==> config.mk <==
export PLATFORM = sky130hd
export DESIGN_NAME = visualizador_periodo
export DESIGN_NICKNAME = d
export VERILOG_FILES = /design/src/rtl/visualizador_periodo_pkg.sv /design/src/rtl/visualizador_periodo_conversor.sv /design/src/rtl/visualizador_periodo.sv
export SDC_FILE = /design/constraint.sdc
export NUM_CORES = 1
export LEC_CHECK = 0
export CAP_MARGIN = 40
export CELL_PAD_IN_SITES_DETAIL_PLACEMENT = 0
export CELL_PAD_IN_SITES_GLOBAL_PLACEMENT = 2
export CORE_MARGIN = 10
export CORE_UTILIZATION = 40
export CTS_CLUSTER_SIZE = 14
export DETAILED_ROUTE_END_ITERATION = 16
export GPL_TIMING_DRIVEN = 1
export MAX_ROUTING_LAYER = met4
export PLACE_DENSITY = 0.85
export SLEW_MARGIN = 40
export SYNTH_ARGS = -nofsm -noshare
export SYNTH_HDL_FRONTEND = slang
export SYNTH_HIERARCHICAL = 1
export SYNTH_SLANG_ARGS = --single-unit
==> constraint.sdc <==
create_clock -name reloj_placa -period 4.9 [get_ports reloj_placa]
set_input_delay 0.49 -clock reloj_placa [delete_from_list [all_inputs] [get_ports reloj_placa]]
set_output_delay 0.49 -clock reloj_placa [all_outputs]
set_load 0.01 [all_outputs]
==> src/rtl/visualizador_periodo_pkg.sv <==
// Shared types and constants for the period display: FSM states, BCD width and 7-segment codes.
package paquete_visualizador;

    typedef enum logic [1:0] {
        ESPERA    = 2'd0,
        CONVIERTE = 2'd1,
        ACTUALIZA = 2'd2
    } estado_t;

    localparam int ANCHO_BCD = 16;

    localparam logic [6:0] SEG_BLANCO = 7'h7F;

    // Active-low, bit order {g,f,e,d,c,b,a}
    localparam logic [6:0] TABLA_SEG [10] = '{
        7'h40, 7'h79, 7'h24, 7'h30, 7'h19,
        7'h12, 7'h02, 7'h78, 7'h00, 7'h10
    };

    function automatic logic [6:0] codigo_segmentos(input logic [3:0] digito);
        if (digito <= 4'd9) begin
            return TABLA_SEG[digito];
        end
        return SEG_BLANCO;
    endfunction

endpackage

==> src/rtl/visualizador_periodo_conversor.sv <==
// Iterative shift-add-3 binary to BCD converter, one bit per clock; listo flags the final iteration.
module conversor_bin_bcd
    import paquete_visualizador::*;
#(
    parameter int ANCHO_DATO = 12
) (
    input  logic                  reloj_placa,
    input  logic                  reinicio_n,
    input  logic                  inicio,
    input  logic [ANCHO_DATO-1:0] dato,
    output logic                  listo,
    output logic [ANCHO_BCD-1:0]  bcd
);

    localparam int ANCHO_CNT = $clog2(ANCHO_DATO + 1);
    localparam logic [ANCHO_CNT-1:0] ULTIMA = ANCHO_CNT'(ANCHO_DATO - 1);

    logic [ANCHO_BCD-1:0]  r_bcd;
    logic [ANCHO_DATO-1:0] r_bin;
    logic [ANCHO_CNT-1:0]  r_iter;
    logic                  r_activo;
    logic [ANCHO_BCD-1:0]  w_bcd_aj;

    always_comb begin
        w_bcd_aj = r_bcd;
        for (int i = 0; i < ANCHO_BCD / 4; i++) begin
            if (r_bcd[4*i +: 4] >= 4'd5) begin
                w_bcd_aj[4*i +: 4] = r_bcd[4*i +: 4] + 4'd3;
            end
        end
    end

    // Listo is combinational so the FSM leaves CONVIERTE on the same edge as the last shift.
    assign listo = r_activo && (r_iter == ULTIMA);
    assign bcd   = r_bcd;

    always_ff @(posedge reloj_placa) begin
        if (!reinicio_n) begin
            r_bcd    <= '0;
            r_bin    <= '0;
            r_iter   <= '0;
            r_activo <= 1'b0;
        end else if (inicio) begin
            r_bcd    <= '0;
            r_bin    <= dato;
            r_iter   <= '0;
            r_activo <= 1'b1;
        end else if (r_activo) begin
            {r_bcd, r_bin} <= {w_bcd_aj, r_bin} << 1;
            r_iter         <= r_iter + 1'b1;
            if (listo) begin
                r_activo <= 1'b0;
            end
        end
    end

endmodule

==> src/rtl/visualizador_periodo.sv <==
// Period display top: capture FSM with one-deep pending register, BCD conversion and 4-digit scan.
// Define BLANQUEO_CEROS_EN to blank leading zero digits.
//
// state     | meaning
// ESPERA    | idle, display holds last value
// CONVIERTE | shift-add-3 iterations running
// ACTUALIZA | copy BCD result into displayed digits
module visualizador_periodo
    import paquete_visualizador::*;
#(
    parameter int ANCHO_DATO   = 12,
    parameter int DIV_REFRESCO = 50000
) (
    input  logic                  reloj_placa,
    input  logic                  reinicio_n,
    input  logic [ANCHO_DATO-1:0] valor_periodo,
    input  logic                  valor_valido,
    output logic                  ocupado,
    output logic [3:0]            anodos,
    output logic [6:0]            segmentos
);

    localparam int ANCHO_REF = (DIV_REFRESCO > 1) ? $clog2(DIV_REFRESCO) : 1;
    localparam logic [ANCHO_REF-1:0] REF_MAX = ANCHO_REF'(DIV_REFRESCO - 1);

    estado_t               r_estado, w_estado_sig;
    logic                  w_carga, w_actualiza, w_listo;
    logic [ANCHO_DATO-1:0] w_dato_carga;
    logic [ANCHO_BCD-1:0]  w_bcd, r_digitos;
    logic                  r_pend_lleno;
    logic [ANCHO_DATO-1:0] r_pend_dato;
    logic                  r_ocupado;
    logic [ANCHO_REF-1:0]  r_cuenta;
    logic [1:0]            r_indice;
    logic [3:0]            r_anodos;
    logic [6:0]            r_segmentos;
    logic                  w_fin_barrido;
    logic [3:0]            w_digito;
    logic [3:0]            w_blanco;
    logic [6:0]            w_codigo;

    conversor_bin_bcd #(.ANCHO_DATO(ANCHO_DATO)) u_conversor (
        .reloj_placa (reloj_placa),
        .reinicio_n  (reinicio_n),
        .inicio      (w_carga),
        .dato        (w_dato_carga),
        .listo       (w_listo),
        .bcd         (w_bcd)
    );

    always_ff @(posedge reloj_placa) begin
        if (!reinicio_n) begin
            r_estado <= ESPERA;
        end else begin
            r_estado <= w_estado_sig;
        end
    end

    always_comb begin
        w_estado_sig = r_estado;
        case (r_estado)
            ESPERA:    if (valor_valido) w_estado_sig = CONVIERTE;
            CONVIERTE: if (w_listo) w_estado_sig = ACTUALIZA;
            ACTUALIZA: w_estado_sig = (valor_valido || r_pend_lleno) ? CONVIERTE : ESPERA;
            default:   w_estado_sig = ESPERA;
        endcase
    end

    // A fresh strobe in ACTUALIZA beats the pending value.
    always_comb begin
        w_carga      = 1'b0;
        w_actualiza  = 1'b0;
        w_dato_carga = valor_periodo;
        case (r_estado)
            ESPERA: w_carga = valor_valido;
            ACTUALIZA: begin
                w_actualiza = 1'b1;
                w_carga     = valor_valido || r_pend_lleno;
                if (!valor_valido) begin
                    w_dato_carga = r_pend_dato;
                end
            end
            default: ;
        endcase
    end

    always_ff @(posedge reloj_placa) begin
        if (!reinicio_n) begin
            r_ocupado    <= 1'b0;
            r_pend_lleno <= 1'b0;
            r_pend_dato  <= '0;
            r_digitos    <= '0;
        end else begin
            r_ocupado <= (w_estado_sig != ESPERA);
            if (r_estado == CONVIERTE && valor_valido) begin
                r_pend_lleno <= 1'b1;
                r_pend_dato  <= valor_periodo;
            end else if (w_actualiza) begin
                r_pend_lleno <= 1'b0;
            end
            if (w_actualiza) begin
                r_digitos <= w_bcd;
            end
        end
    end

    assign w_fin_barrido = (r_cuenta == REF_MAX);
    assign w_digito      = r_digitos[{r_indice, 2'b00} +: 4];

`ifdef BLANQUEO_CEROS_EN
    always_comb begin
        w_blanco    = 4'b0000;
        w_blanco[3] = (r_digitos[15:12] == 4'd0);
        w_blanco[2] = w_blanco[3] && (r_digitos[11:8] == 4'd0);
        w_blanco[1] = w_blanco[2] && (r_digitos[7:4] == 4'd0);
    end
`else
    assign w_blanco = 4'b0000;
`endif

    assign w_codigo = w_blanco[r_indice] ? SEG_BLANCO : codigo_segmentos(w_digito);

    // The digit at the current index is latched on the wrap, then the index moves on.
    always_ff @(posedge reloj_placa) begin
        if (!reinicio_n) begin
            r_cuenta    <= '0;
            r_indice    <= 2'd0;
            r_anodos    <= 4'b1111;
            r_segmentos <= SEG_BLANCO;
        end else begin
            r_cuenta <= w_fin_barrido ? '0 : r_cuenta + 1'b1;
            if (w_fin_barrido) begin
                r_indice    <= r_indice + 2'd1;
                r_anodos    <= ~(4'b0001 << r_indice);
                r_segmentos <= w_codigo;
            end
        end
    end

    assign ocupado   = r_ocupado;
    assign anodos    = r_anodos;
    assign segmentos = r_segmentos;

endmodule

==> impl_metrics.env <==
export IMPL_required_ns=5.13
export IMPL_rsz0062_at_grt="false"
export IMPL_finClkSkew_ns=0.008570
export IMPL_ys_warn_count=6
export IMPL_fp_dieArea_um2=16360
export IMPL_yosysTopAreaCellShare=0.4041
export IMPL_die_y_um=127.9
export IMPL_worst_hold_path_endpoint="r_pend_dato[9]$_SDFFE_PN0P_"
export IMPL_critical_path_startpoint_type="register"
export IMPL_synth_seq_area_share=0.4041
export IMPL_antenna_found_initial=0
export IMPL_hold_class="register to register"
export IMPL_initial_core_util=0.4078
export IMPL_fmax_ghz=0.4407
export IMPL_ys_ff_latch=94
export IMPL_rrSetupSlack_ns=2.63
export IMPL_netlist_area_um2=4657
export IMPL_async_reset_ff_frac=0
export IMPL_crit_fanout=8
export IMPL_cts_htree_levels=3
export IMPL_yosys_area_top_type="dfxtp_1"
export IMPL_top_layer_used="met4"
export IMPL_clockRootBuffer="clkbuf_16"
export IMPL_slew_limit_headroom=0.5296
export IMPL_clk_latency_ns=0.35
export IMPL_min_from="r_pend_dato[9]$_SDFFE_PN0P_"
export IMPL_grt_start_max_net_pins=57
export IMPL_fp_dieW_um=127.9
export IMPL_critPathArrivalTime_ns=2.50
export IMPL_cp_end_kind="register"
export IMPL_final_period_utilization=0.4631
export IMPL_nFillCells=1124
export IMPL_vias=3625
export IMPL_io_buffers=26
export IMPL_syn_instance_count=533
export IMPL_syn_to_final_growth_pct=12.31
export IMPL_synth_area_leaders="dfxtp_1 (40%), nand2_1 (7.4%), a21oi_1 (5.7%), ha_1 (5.1%), o21ai_0 (3.1%)"
export IMPL_wl_per_cell_um=14.48
export IMPL_initialDrtViolationCount=198
export IMPL_synth_edff_count=0
export IMPL_ios=27
export IMPL_cts_setup_buffers=0
export IMPL_viasPerCell=5.269
export IMPL_coreArea_um2=11420
export IMPL_hold_ws_ns=0.4534
export IMPL_drv_cap=0
export IMPL_period_minus_slack_ns=2.269
export IMPL_outcome="completed"
export IMPL_syn_nets=567
export IMPL_cts_tree="done"
export IMPL_dr_wl_met3_um=286
export IMPL_leakagePower_nw=1.792
export IMPL_ant_nets=0
export IMPL_layout_commonest_cell="dfxtp_1"
export IMPL_grt_remaining_overflow=0
export IMPL_cts_repair_resized=0
export IMPL_wirelength_met1_mm=5.249
export IMPL_met2_length_mm=4.234
export IMPL_timing_rr_start="r_indice[0]$_SDFFE_PN0N_"
export IMPL_irDropWorstVdd_v=0.0001570
export IMPL_hold_buffers=0
export IMPL_track_usage=0.1285
export IMPL_drive_gt1_frac=0.08073
export IMPL_postSynthAreaPerCell_um2=8.737
export IMPL_grt_pass1_wl_mm=16.74
export IMPL_antenna_cells=0
export IMPL_r2r_end="segmentos[5]$_SDFFE_PN1N_"
export IMPL_dr_pass1_iters=4
export IMPL_worstRegToRegCells=7
export IMPL_hold_violations=0
export IMPL_grt_pass1_vias=3355
export IMPL_hold_path_depth=2
export IMPL_path_class="register to register"
export IMPL_setup_viol=0
export IMPL_ys_flop_type="dfxtp_1"
export IMPL_final_cell_mix="dfxtp_1 (93), nand2_1 (92), a21oi_1 (53)"
export IMPL_tightest_slew_ns=0.7041
export IMPL_cts_sinks=94
export IMPL_place_hpwl_mm=6.817
export IMPL_synth_distinct_cells=49
export IMPL_finalSetupTns_ns=0
export IMPL_nets=574
export IMPL_cts_made_buffers=9
export IMPL_clk_pin_slew_ns=0.06
export IMPL_num_rows=39
export IMPL_finalMaxSlewViolations=0
export IMPL_wirelength_mm=9.961
export IMPL_drc=0
export IMPL_powerDensity_nw_per_um2=311.8
export IMPL_clockBufferDepth=2
export IMPL_place_congestion=0.7758
==> synth_stat cells, drive strengths merged, types with 5 or more instances <==
master	n
dfxtp	94
nand2	92
a21oi	53
o21ai	31
nor2	25
buf	19
ha	19
inv	17
nand3	15
mux2i	14
and2	13
clkbuf	13
mux2	12
nand2b	9
xnor2	9
and3	8
nand3b	7
nand4	7
a31oi	6
nor2b	6
o22a	6
xor2	6
a2111o	5
o211ai	5
==> cells by family (layout without fill, tap and decap cells) <==
kind of cell	after synthesis	after routing	share of synthesized area
AO/OA/AOI/OAI	112	112	0.1427
XOR/XNOR	15	15	0.02821
adder cells (fa/ha/maj)	19	19	0.05105
buffers and inverters	49	61	0.05723
flip-flops	94	94	0.4041
multiplexers	30	30	0.07845
AND/OR/NAND/NOR	214	214	0.2383
==> layer usage <==
layer	up-vias	GRT usage
li1	1876	-
met1	1691	0.1699
met2	45	0.1828
met3	13	0.02688
met4	0	0.06093
met5	-	-
==> worst max-delay path, stage by stage, from the launching register on <==
cell and delay [ns]:
dfxtp_1 0.58, mux4_2 0.62, inv_1 0.16, ha_1 0.20, nor2_1 0.08, o21ai_4 0.15
nand4_4 0.15, o22a_1 0.21
==> final cells by class <==
cell class	count	area (um2)	share of cell area
multi-input cells	390	2525	0.4828
flip-flops and latches	94	1886	0.3605
repair buffers	28	275.3	0.05263
clock buffers	12	256.5	0.04904
well taps	143	178.9	0.03421
inverters	17	63.81	0.01220
clock inverters	4	45.04	0.008612
==> worst max-delay path by stage <==
stage                        startpoint                                end  slack [ns]  cells after the start
3_3_place_gp               valor_valido  u_conversor/r_bin[3]$_SDFFE_PN0P_        2.31                      6
2_1_floorplan  r_indice[0]$_SDFFE_PN0N_          segmentos[4]$_SDFFE_PN1N_        2.98                      8
5_1_grt        r_indice[0]$_SDFFE_PN0N_          segmentos[4]$_SDFFE_PN1N_        2.48                      7
6_report       r_indice[0]$_SDFFE_PN0N_          segmentos[5]$_SDFFE_PN1N_        2.63                      7
3_5_place_dp               valor_valido  u_conversor/r_bin[1]$_SDFFE_PN0P_        2.54                      6
4_1_cts        r_indice[0]$_SDFFE_PN0N_          segmentos[5]$_SDFFE_PN1N_        2.61                      7
==> report_power, final <==
group	leakage [nW]	switching, mW	internal [mW]
Combinational	0.877	0.0545	0.0506
Sequential	0.763	0.0290	0.784
Clock	0.152	0.292	0.421
==> registers in the layout, indices dropped and copies added, names as in the netlist, 2 cells and up <==
register and flops:
anodos 4, r_cuenta 16, r_digitos 16, r_estado 2, r_indice 2, r_pend_dato 12
segmentos 7, u_conversor/bcd 16, u_conversor/r_bin 12, u_conversor/r_iter 4
==> through the flow <==
stage	std cells	cell area (um2)	power (mW)	setup slack, ns	utilization
after floorplan	533	4657	0.9073	2.976	-
after global placement	672	4913	0.9336	2.312	0.4303
after detailed placement	672	4928	0.9356	2.544	0.4316
after CTS	688	5230	1.655	2.607	0.4580
after global routing	688	5230	1.706	2.485	0.4580
final	688	5230	1.631	2.631	0.4580
(Power assumes the default switching activity.)
==> RTL change 1: new RTL, same settings <==
Put one more register stage on the output `anodos`, without a reset. The value now appears one clock later. The other outputs are not delayed to match.
--- a/src/rtl/visualizador_periodo.sv
+++ b/src/rtl/visualizador_periodo.sv
@@ -138,7 +138,9 @@
     end
 
     assign ocupado   = r_ocupado;
-    assign anodos    = r_anodos;
+    always_ff @(posedge reloj_placa) begin
+        anodos <= r_anodos;
+    end
     assign segmentos = r_segmentos;
 
 endmodule
Behaviour: not the same (a bounded check fails within 4 cycles, from zero or initial values).
==> RTL change 1 against the original RTL <==
Combinational power grew 11%. Synthesized area up 2.0%. Clock skew shrank 0.0017 ns. Maximum frequency decreased by 0.25%. Via count increased by 0.52%. Total power down 0.68%. Sequential share of layout area rose by 0.99 points. Sequential cell count increased by 4. Wire length rose by 0.54%. Design area up 1.3%. Worst setup slack worse by 0.0058 ns. Sequential power is 2% higher.
==> RTL change 1: results (changes against the original RTL) <==
| Metric | Value |
|---|---|
| Synth Area in Compound Gates | 0.1399 (was 0.1427) |
| Static Leakage | 1.814 nW (was 1.792 nW) |
| Final weighted congestion of routability-driven global placement | 0.7921 (was 0.7758) |
| Startpoint of the lowest-slack register-to-register path | r_estado[0] (was r_indice[0]) |
| Sequential fraction of the synthesis area | 0.4131 (was 0.4041) |
| VDD IR-drop max | 0.2068 mV (was 0.1570 mV) |
| Max-slew headroom | 0.5421 (was 0.5296) |
| Count of routing violations after the opening detailed-route iteration | 235 (was 198) |
| Area after detailed placement | 5019 µm² (was 4928 µm²) |
| Number of distinct library cells after synthesis | 50 (was 49) |
| Fmax | 439.6 MHz (was 440.7 MHz) |
| Area contributors post-synth | sky130_fd_sc_hd__dfxtp_1, sky130_fd_sc_hd__nand2_1, sky130_fd_sc_hd__a21oi_1, sky130_fd_sc_hd__ha_1, sky130_fd_sc_hd__mux2i_1 (was sky130_fd_sc_hd__dfxtp_1, sky130_fd_sc_hd__nand2_1, sky130_fd_sc_hd__a21oi_1, sky130_fd_sc_hd__ha_1, sky130_fd_sc_hd__o21ai_0) |
| Multiplexer share of the synthesized area | 0.07877 (was 0.07845) |
| Worst setup path end | u_conversor/r_bin[8] (was segmentos[5]) |
| Hold-critical path depth | 0 (was 2) |
| HPWL after detailed placement | 6.772 mm (was 6.817 mm) |
| Fraction of synthesized cell area in xor and xnor cells | 0.02766 (was 0.02821) |
| Detailed route wirelength on metal2 | 4.190 mm (was 4.234 mm) |
| Status | completed (unchanged) |
| Final clock period utilization by the worst path | 0.4643 (was 0.4631) |
| Global-route wire length before repair | 16.77 mm (was 16.74 mm) |
| Worst setup path startpoint | r_estado[0] (was r_indice[0]) |
| Met2 track demand over resource in global routing | 0.1760 (was 0.1828) |
| Routed met3 length | 318 µm (was 286 µm) |
| Number of filler instances in the final layout | 1117 (was 1124) |
| Hold Crit Endpoint | anodos[2] (was r_pend_dato[9]) |
| R2r setup slk | 2.63 ns (about the same) |
| Hold Startpoint | r_anodos[2] (was r_pend_dato[9]) |
| Post-Route M1 WL | 5.308 mm (was 5.249 mm) |
| Number of global-route vias before repair | 3356 (was 3355) |
| Number of standard cells in the layout, taps in and fillers out | 696 (was 688) |
| Critical path arrival | 2.52 ns (was 2.50 ns) |
| Place WS | 2.528 ns (was 2.544 ns) |
| Adder-cell area share of the yosys netlist | 0.05005 (was 0.05105) |
| Library cell contributing the largest single delay on the critical path | sky130_fd_sc_hd__nor2_2 (was sky130_fd_sc_hd__mux4_2) |
## RTL change 1: changes by cell type after synthesis
cell	delta
sky130_fd_sc_hd__o21ai_1	+5
sky130_fd_sc_hd__mux2_1	+12
sky130_fd_sc_hd__mux2_2	-11
sky130_fd_sc_hd__mux4_2	-1
sky130_fd_sc_hd__or2_2	-1
sky130_fd_sc_hd__o21ai_0	-5
sky130_fd_sc_hd__or2_1	+1
sky130_fd_sc_hd__clkbuf_1	+1
sky130_fd_sc_hd__mux2i_1	+2
sky130_fd_sc_hd__dfxtp_1	+4
## RTL change 1: area by class of cell
cell class	count	area (µm²)	area share
multi-input cells	392	2522	0.4759
well taps	143	178.9	0.03376
flip-flops and latches	98	1963	0.3704
inverters	17	63.81	0.01204
clock buffers	9	225.2	0.04249
clock inverters	7	56.30	0.01062
repair buffers	30	290.3	0.05477
## RTL change 1: where the power goes
part	internal, mW	switching (mW)	total (mW)
clock network	0.347	0.323	0.670
logic	0.0506	0.0663	0.117
registers	0.816	0.0170	0.833
==> RTL change 2: new RTL, same flow settings <==
Without the edit above. `ANCHO_BCD`: 16 -> 15.
--- a/src/rtl/visualizador_periodo_pkg.sv
+++ b/src/rtl/visualizador_periodo_pkg.sv
@@ -7,7 +7,7 @@
         ACTUALIZA = 2'd2
     } estado_t;
 
-    localparam int ANCHO_BCD = 16;
+    localparam int ANCHO_BCD = 15;
 
     localparam logic [6:0] SEG_BLANCO = 7'h7F;
 
Check against the original RTL: same outputs for any inputs over 10 cycles, from zero or initial values; that may be too few to reach the edited logic, so the function may still have changed.
==> RTL change 2 against the original RTL <==
Utilization shrank 0.57 points. Critical endpoint is now segmentos[6]. Non-clock buffer count grew 2. Worst hold slack improved by 0.0031 ns. Sequential power shrank 2%. Clock skew grew 0.0011 ns. Count of clock-buffer cells in the layout shrank 2. Largest power group unchanged. Critical path type unchanged. Sequential cell count shrank 2. Design area is 5.8% lower. Synthesized area shrank 3.9%. Wire length fell by 9.1%. Worst setup slack lost 0.086 ns. Clock power down 35%. Total power shrank 17%.
==> RTL change 2: results (changes against the original RTL) <==
| Metric | Value |
|---|---|
| Status | completed (unchanged) |
| Layout cells sized above 1 | 0.07839 (was 0.08073) |
| Count of routing violations after the opening detailed-route iteration | 217 (was 198) |
| Share of total power consumed by net switching | 0.2533 (was 0.2301) |
| Top cells by count, synth | sky130_fd_sc_hd__dfxtp_1, sky130_fd_sc_hd__nand2_1, sky130_fd_sc_hd__a21oi_1 (unchanged) |
| Clock tree skew after final layout | 0.009622 ns (was 0.008570 ns) |
| Post-Place Cells | 648 (was 672) |
| Fraction of synthesized cell area in xor and xnor cells | 0.03522 (was 0.02821) |
| Worst r2r path cells | 6 (was 7) |
| Power drawn by the clock network | 463 µW (was 713 µW) |
| Clock root buffer | sky130_fd_sc_hd__clkbuf_8 (was sky130_fd_sc_hd__clkbuf_16) |
| Library cell contributing the largest single delay on the critical path | sky130_fd_sc_hd__mux4_1 (was sky130_fd_sc_hd__mux4_2) |
| Post-Route M1 WL | 4.836 mm (was 5.249 mm) |
| Largest net degree at the start of global routing | 51 (was 57) |
| Combinational group power | 98.0 µW (was 105 µW) |
| Hold Crit Endpoint | r_digitos[12] (was r_pend_dato[9]) |
| Fin crit period | 2.355 ns (was 2.269 ns) |
| Number of distinct library cells after synthesis | 45 (was 49) |
| Critical path arrival | 2.59 ns (was 2.50 ns) |
| VDD IR-drop max | 0.1423 mV (was 0.1570 mV) |
| Grt met1 use | 0.1596 (was 0.1699) |
| Routed met3 length | 311 µm (was 286 µm) |
| Met3 track demand over resource in global routing | 0.02936 (was 0.02688) |
| Met2 track demand over resource in global routing | 0.1627 (was 0.1828) |
| Area after detailed placement | 4750 µm² (was 4928 µm²) |
| GRT Overall Usage | 0.1165 (was 0.1285) |
| DR pass1 iterations | 5 (was 4) |
| Synth Area in Compound Gates | 0.1283 (was 0.1427) |
| Post-Route Hold Slack | 0.4565 ns (was 0.4534 ns) |
| Critical path's largest stage delay | 0.69 ns (was 0.62 ns) |
| Number of global-route vias before repair | 3054 (was 3355) |
| Number of standard cells in the layout, taps in and fillers out | 663 (was 688) |
| HPWL after detailed placement | 6.360 mm (was 6.817 mm) |
| Number of filler instances in the final layout | 1062 (was 1124) |
| Worst-path maximum fanout | 10 (was 8) |
| Adder-cell area share of the yosys netlist | 0.04751 (was 0.05105) |
| Clock Pin Slew Worst Setup and Hold Paths | 0.09 ns (was 0.06 ns) |
| Static Leakage | 1.738 nW (was 1.792 nW) |
[RTL change 2: cell types whose count changed after synthesis, moves of 6 or more]
cell	before	now
sky130_fd_sc_hd__a21oi_1	53	37
sky130_fd_sc_hd__mux2i_1	14	20
sky130_fd_sc_hd__nor2_1	25	33
sky130_fd_sc_hd__o21ai_0	29	22
sky130_fd_sc_hd__o22a_1	6	0
[RTL change 2: kinds of logic (layout without fill, tap and decap cells)]
logic type	count (synthesis)	count (layout)
XOR/XNOR	18	18
multiplexers	36	36
adder cells (fa/ha/maj)	17	17
AND/OR/NAND/NOR	203	203
buffers and inverters	55	66
AO/OA/AOI/OAI	91	91
flip-flops	92	92
[RTL change 2: area by class of cell]
| class | count | share of cell area |
|---|---|---|
| flip-flops and latches | 92 | 0.3747 |
| multi-input cells | 365 | 0.4792 |
| inverters | 21 | 0.01601 |
| well taps | 140 | 0.03557 |
| clock inverters | 5 | 0.007622 |
| clock buffers | 10 | 0.02795 |
| repair buffers | 30 | 0.05894 |
